===== src/rtl/freq_bcd_if.sv =====
// Bus between frequency finder/display and freq_bcd_converter: binary word in, BCD readout out.
interface freq_bcd_if #(
  parameter int unsigned IN_W   = 32,
  parameter int unsigned DIGITS = 10
);
  logic [IN_W-1:0]     freq_in;
  logic [4*DIGITS-1:0] bcd_out;
  logic [3:0]          num_digits;
  logic                digits_valid;
  logic                busy;

  modport master (
    output freq_in,
    input  bcd_out,
    input  num_digits,
    input  digits_valid,
    input  busy
  );

  modport slave (
    input  freq_in,
    output bcd_out,
    output num_digits,
    output digits_valid,
    output busy
  );
endinterface


===== src/rtl/freq_bcd_converter.sv =====
// Sequential double-dabble binary-to-BCD converter, retriggered whenever freq_in changes.
// Optional FREQ_BCD_BLANK_EN replaces leading zero digits with 4'hF.
module freq_bcd_converter #(
  parameter int unsigned IN_W   = 32,
  parameter int unsigned DIGITS = 10
) (
  input logic        clk,
  input logic        rst_n,
  freq_bcd_if.slave  bus
);
  localparam int unsigned BcdW = 4 * DIGITS;
`ifdef FREQ_BCD_BLANK_EN
  localparam logic [BcdW-1:0] BcdRst = {{(BcdW-4){1'b1}}, 4'h0};
`else
  localparam logic [BcdW-1:0] BcdRst = '0;
`endif

  typedef enum logic [1:0] {StIdle, StShift, StDone} state_e;

  state_e            state_q, state_d;
  logic [IN_W-1:0]   last_q, last_d;
  logic [IN_W-1:0]   shreg_q, shreg_d;
  logic [BcdW-1:0]   work_q, work_d;
  logic [5:0]        cnt_q, cnt_d;
  logic [BcdW-1:0]   bcd_q, bcd_d;
  logic [3:0]        nd_q, nd_d;
  logic              valid_q, valid_d;
  logic              busy_q, busy_d;

  logic [BcdW-1:0]   adj;
  logic [3:0]        nd_calc;
  logic [BcdW-1:0]   bcd_fmt;

  // Add-3 per nibble; a corrected nibble stays <= 4'hC, so no carry crosses digits.
  always_comb begin
    adj = work_q;
    for (int i = 0; i < DIGITS; i++) begin
      if (work_q[4*i +: 4] >= 4'd5) adj[4*i +: 4] = work_q[4*i +: 4] + 4'd3;
    end
  end

  always_comb begin
    nd_calc = 4'd1;
    for (int i = 0; i < DIGITS; i++) begin
      if (work_q[4*i +: 4] != 4'd0) nd_calc = 4'(i + 1);
    end
  end

  always_comb begin
    bcd_fmt = work_q;
`ifdef FREQ_BCD_BLANK_EN
    for (int i = 0; i < DIGITS; i++) begin
      if (i >= int'(nd_calc)) bcd_fmt[4*i +: 4] = 4'hF;
    end
`endif
  end

  always_comb begin
    state_d = state_q;
    last_d  = last_q;
    shreg_d = shreg_q;
    work_d  = work_q;
    cnt_d   = cnt_q;
    bcd_d   = bcd_q;
    nd_d    = nd_q;
    valid_d = 1'b0;
    busy_d  = busy_q;
    unique case (state_q)
      StIdle: begin
        if (bus.freq_in != last_q) begin
          shreg_d = bus.freq_in;
          last_d  = bus.freq_in;
          work_d  = '0;
          cnt_d   = '0;
          busy_d  = 1'b1;
          state_d = StShift;
        end
      end
      StShift: begin
        {work_d, shreg_d} = {adj, shreg_q} << 1;
        cnt_d = cnt_q + 6'd1;
        if (cnt_q == 6'(IN_W - 1)) state_d = StDone;
      end
      StDone: begin
        bcd_d   = bcd_fmt;
        nd_d    = nd_calc;
        valid_d = 1'b1;
        busy_d  = 1'b0;
        state_d = StIdle;
      end
      default: state_d = StIdle;
    endcase
  end

  always_ff @(posedge clk) begin
    if (!rst_n) begin
      state_q <= StIdle;
      last_q  <= '0;
      shreg_q <= '0;
      work_q  <= '0;
      cnt_q   <= '0;
      bcd_q   <= BcdRst;
      nd_q    <= 4'd1;
      valid_q <= 1'b0;
      busy_q  <= 1'b0;
    end else begin
      state_q <= state_d;
      last_q  <= last_d;
      shreg_q <= shreg_d;
      work_q  <= work_d;
      cnt_q   <= cnt_d;
      bcd_q   <= bcd_d;
      nd_q    <= nd_d;
      valid_q <= valid_d;
      busy_q  <= busy_d;
    end
  end

  assign bus.bcd_out      = bcd_q;
  assign bus.num_digits   = nd_q;
  assign bus.digits_valid = valid_q;
  assign bus.busy         = busy_q;
endmodule


===== src/flat_wrapper.sv =====
// flat-port wrapper written by rule: the top's interface ports become plain ports
module freq_bcd_converter_flat 
#(
  parameter int unsigned IN_W   = 32,
  parameter int unsigned DIGITS = 10
)
  (clk, rst_n, bus_freq_in, bus_bcd_out, bus_num_digits, bus_digits_valid, bus_busy);
  freq_bcd_if #(.IN_W(IN_W), .DIGITS(DIGITS)) bus_i ();
  input logic clk;
  input logic rst_n;
  input wire logic [$bits(bus_i.freq_in)-1:0] bus_freq_in;
  output wire logic [$bits(bus_i.bcd_out)-1:0] bus_bcd_out;
  output wire logic [$bits(bus_i.num_digits)-1:0] bus_num_digits;
  output wire logic [$bits(bus_i.digits_valid)-1:0] bus_digits_valid;
  output wire logic [$bits(bus_i.busy)-1:0] bus_busy;
  assign bus_i.freq_in = bus_freq_in;
  assign bus_bcd_out = bus_i.bcd_out;
  assign bus_num_digits = bus_i.num_digits;
  assign bus_digits_valid = bus_i.digits_valid;
  assign bus_busy = bus_i.busy;
  freq_bcd_converter #(.IN_W(IN_W), .DIGITS(DIGITS)) u_core (.clk(clk), .rst_n(rst_n), .bus(bus_i));
endmodule

===== config.mk =====
export PLATFORM = sky130hd
export DESIGN_NAME = freq_bcd_converter_flat
export DESIGN_NICKNAME = d
export VERILOG_FILES = /design/src/rtl/freq_bcd_if.sv /design/src/rtl/freq_bcd_converter.sv /design/src/flat_wrapper.sv
export SDC_FILE = /design/constraint.sdc
export NUM_CORES = 1
export LEC_CHECK = 0
export CORE_ASPECT_RATIO = 1.75
export CORE_MARGIN = 2
export CORE_UTILIZATION = 45
export CTS_CLUSTER_DIAMETER = 50
export DETAILED_ROUTE_END_ITERATION = 7
export MAX_ROUTING_LAYER = met4
export PLACE_DENSITY = 0.66
export SLEW_MARGIN = 40
export SYNTH_ARGS = -nofsm -noshare
export SYNTH_HDL_FRONTEND = slang
export SYNTH_SLANG_ARGS = --single-unit

===== constraint.sdc =====
create_clock -name clk -period 4.57 [get_ports clk]
set_input_delay 1.371 -clock clk [delete_from_list [all_inputs] [get_ports clk]]
set_output_delay 1.371 -clock clk [all_outputs]
set_load 0.01 [all_outputs]

==> metrics.cfg, run 1 <==
[status]
status = completed

[power_and_ir_drop]
p_int_w = 0.00244
seqPwrFrac_pct = 45.6
power.total_w = 0.00318
switching_share_pct = 23.1
p_comb_share_pct = 8.0
switchingPower_w = 0.000735
leakage_nw = 2.92
powerDensity_nw_per_um2 = 371
ir_worst_vdd_mv = 0.245
clockPowerShare_pct = 46.4

[floorplan]
start_util_pct = 45.8
core_area_sq_um = 15300
die_height_microns = 169
rows = 60
ios = 80
dieArea_sq_um = 16600
die_x_microns = 98.4

[route]
firstDrtPassIters = 5
routed_wl_mm = 16.6
wl_per_cell_microns = 14.4
drc = 0
vias_per_cell = 5.43
num_vias = 6249
drt_iter0_markers = 210
ant_nets = 0

[placement]
gp_congestion = 0.798
dp_cells = 1119
port_buffers = 79
dp_hpwl_mm = 11.0

[global_route]
grt_pass1_vias = 5885
grt_pass1_wl_mm = 28.1
grt-ovfl-total = 0
grt_usage_pct = 21.0
antenna_found_initial = 0
grt_max_degree = 75

[timing]
period_needed_ps = 3930
rsz0062_at_grt = no
final.period_utilization_pct = 86.0
final-max-slew-violation-count = 0
relSlewSlack_pct = 45.2
tightest_slew_ps = 822
setup-violations-final = 0
worst_clock_skew_ps = 9.15
clock.fmax_ghz = 0.254
hold_violations = 0
finalSetupTns_ps = 0

[setup_path]
cp_slowest_cell = nor4_2
cp_num_cells = 8
critPathKind = in2reg
critical_path.max_fanout = 48
path_buf_inv = 2
path_cells = clkdlybuf4s50_1 -> xnor2_1 -> nand4_1 -> nor4_2 -> a211o_4 -> buf_12 -> nand3_1 -> a31oi_1
start_kind = primary input
end_kind = register
worstRegToRegCells = 7
cp_data_required_time_ps = 4910
cpPeakStageDelay_ps = 540
crit_family = simple AND/OR/NAND/NOR gates
arrival_ps = 4270

[yosys]
synth_top_cell_area_share_pct = 45.1
synth_edf_count = 0
yosys.area.top_type = dfxtp_1
synthCells = 905
ys_warn_count = 0
avgSynthCellArea_sq_um = 7.75
synth_top_flop_cell = dfxtp_1
synth.area.top_cells = dfxtp_1 45%, nand2_1 12%, a21oi_1 8.6%, nand3_1 6.1%, xnor2_1 5.2%
yosysUniqueCellTypes = 37
mappedNetlistNets = 960
async_flop_share_pct = 0
synth_area_sq_um = 7020
yosysSeqAreaShare_pct = 45.1
synth-seq-cells = 158

[run]
maxCapViolCount = 0

[clock_tree]
insertion_delay_ps = 420
tritoncts = yes
cts_buffers = 17
cts_max_level = 4
clk_pin_slew_ps = 60
post_cts_buffers = 0
cts_hold_buf = 0
clock-sinks = 158
clk_path_buf_depth = 2
clockRootBuffer = clkbuf_16
cts_resized = 0

[final_layout]
n_fill_cell = 1479
drive_above_1_share_pct = 5.60
fin_nets = 1007
postLayoutCoreUtil_pct = 56.0
diodes = 0
final_cells = 1150
area.growth.synth_to_final_pct = 22.2

[min_path]
hold-path-cell-count = 2
holdCritPathClass = reg2reg

[state kept, by name, indices dropped and copies added, names as in the netlist]
| register | flops |
|---|---|
| u_core.bcd_fmt | 40 |
| u_core.bus.bcd_out | 40 |
| u_core.bus.busy | 1 |
| u_core.bus.digits_valid | 1 |
| u_core.bus.num_digits | 4 |
| u_core.cnt_q | 6 |
| u_core.last_q | 32 |
| u_core.shreg_q | 32 |
| u_core.state_q | 2 |
[power groups by stage]
| stage | sequential [W] | combinational (W) | clock (W) |
|---|---|---|---|
| 6_report | 0.00145 | 0.000256 | 0.00147 |
| 5_1_grt | 0.00145 | 0.000278 | 0.00156 |
| 4_1_cts | 0.00145 | 0.000258 | 0.00150 |
| 3_5_place_dp | 0.00148 | 0.000257 | 0 |
| 3_3_place_gp | 0.00148 | 0.000247 | 0 |
| 2_1_floorplan | 0.00147 | 0.000162 | 0 |
[cells by family (layout without fill, tap and decap cells)]
kind of cell               count (synthesis)  in the layout  synth area share [%]
AOI/OAI and AO/OA                        209            209                  16.2
xor gates and xnor gates                  43             43                  5.37
adders and majority gates                 21             21                  3.75
buffers and inverters                     85            144                  5.17
DFF                                      158            158                  45.1
and+or+nand+nor                          389            389                  24.4
[layer usage]
layer  share of wire, %  GRT usage, %
met2                 51          35.6
met3                3.3          3.91
met1                 43          24.1
met5                  0             -
met4                3.1          9.29
[synth_stat cells (2+ instances only)]
master and count:
nand2_1 221, dfxtp_1 158, a21oi_1 120, nand3_1 86, a31oi_1 54, clkbuf_1 48
xnor2_1 42, nor2_1 37, o21ai_0 28, ha_1 21, inv_1 21, nand2b_1 13
nor3b_1 12, nand4_1 8, buf_2 5, buf_4 4, buf_1 3, buf_6 3
nor2b_1 2, nor4_2 2
[worst reg2reg max path, stage by stage, from the launching register on]
cell     delay (ps)
dfxtp_1         320
xnor2_1         530
nand4_1         330
nor4_2          540
a211o_4         450
buf_12          280
nand3_1         130
a31oi_1         200
[through the flow]
step	hold slack, ps	setup WS, ps	cell area [sq um]
after global placement	438	329	7900
after CTS	454	710	8570
final	449	640	8570
after global routing	471	647	8570
after floorplan	432	1870	7020
after detailed placement	446	287	7960
[layout make-up]
cell class                      count  area [sq um]  area share [%]
Multi-Input combinational cell    662          3530            41.2
Clock inverter                     11           166            1.94
Inverter                           22          85.1           0.993
Timing Repair Buffer               91           946            11.0
Tap cell                          186           233            2.72
Sequential cell                   158          3160            36.9
Clock buffer                       20           447            5.21
[layout by cell type (no fill, tap or decap), types with 2 or more instances in the layout]
cell             instances
nand2_1                221
dfxtp_1                158
a21oi_1                120
nand3_1                 86
clkdlybuf4s50_1         79
a31oi_1                 54
xnor2_1                 42
nor2_1                  37
o21ai_0                 28
inv_1                   21
ha_1                    21
clkbuf_16               17
nor3b_1                 12
nand2b_1                11
nand4_1                  8
buf_4                    8
bufinv_16                4
clkinvlp_4               3
clkinv_2                 3
nor4_2                   2
clkbuf_1                 2
buf_16                   2
buf_12                   2
[final timing paths]
path	startpoint	to	slack [ps]
worst max-delay path	bus_freq_in[7]	u_core.shreg_q[18]$_SDFFE_PN0P_	640
worst min-delay path	u_core.bus.num_digits[2]$_SDFFE_PN0P_	u_core.bus.num_digits[2]$_SDFFE_PN0P_	450
worst max register to register	u_core.last_q[7]$_SDFFE_PN0P_	u_core.shreg_q[18]$_SDFFE_PN0P_	1720
worst min register to register	u_core.bus.num_digits[2]$_SDFFE_PN0P_	u_core.bus.num_digits[2]$_SDFFE_PN0P_	450
(Power assumes the default switching activity.)
==> run 2: changes to the inputs <==
- CTS_CLUSTER_DIAMETER: 50 -> default
==> results of run 2 <==
Same layout as run 1: the final DEF is identical, and so are final timing and power.
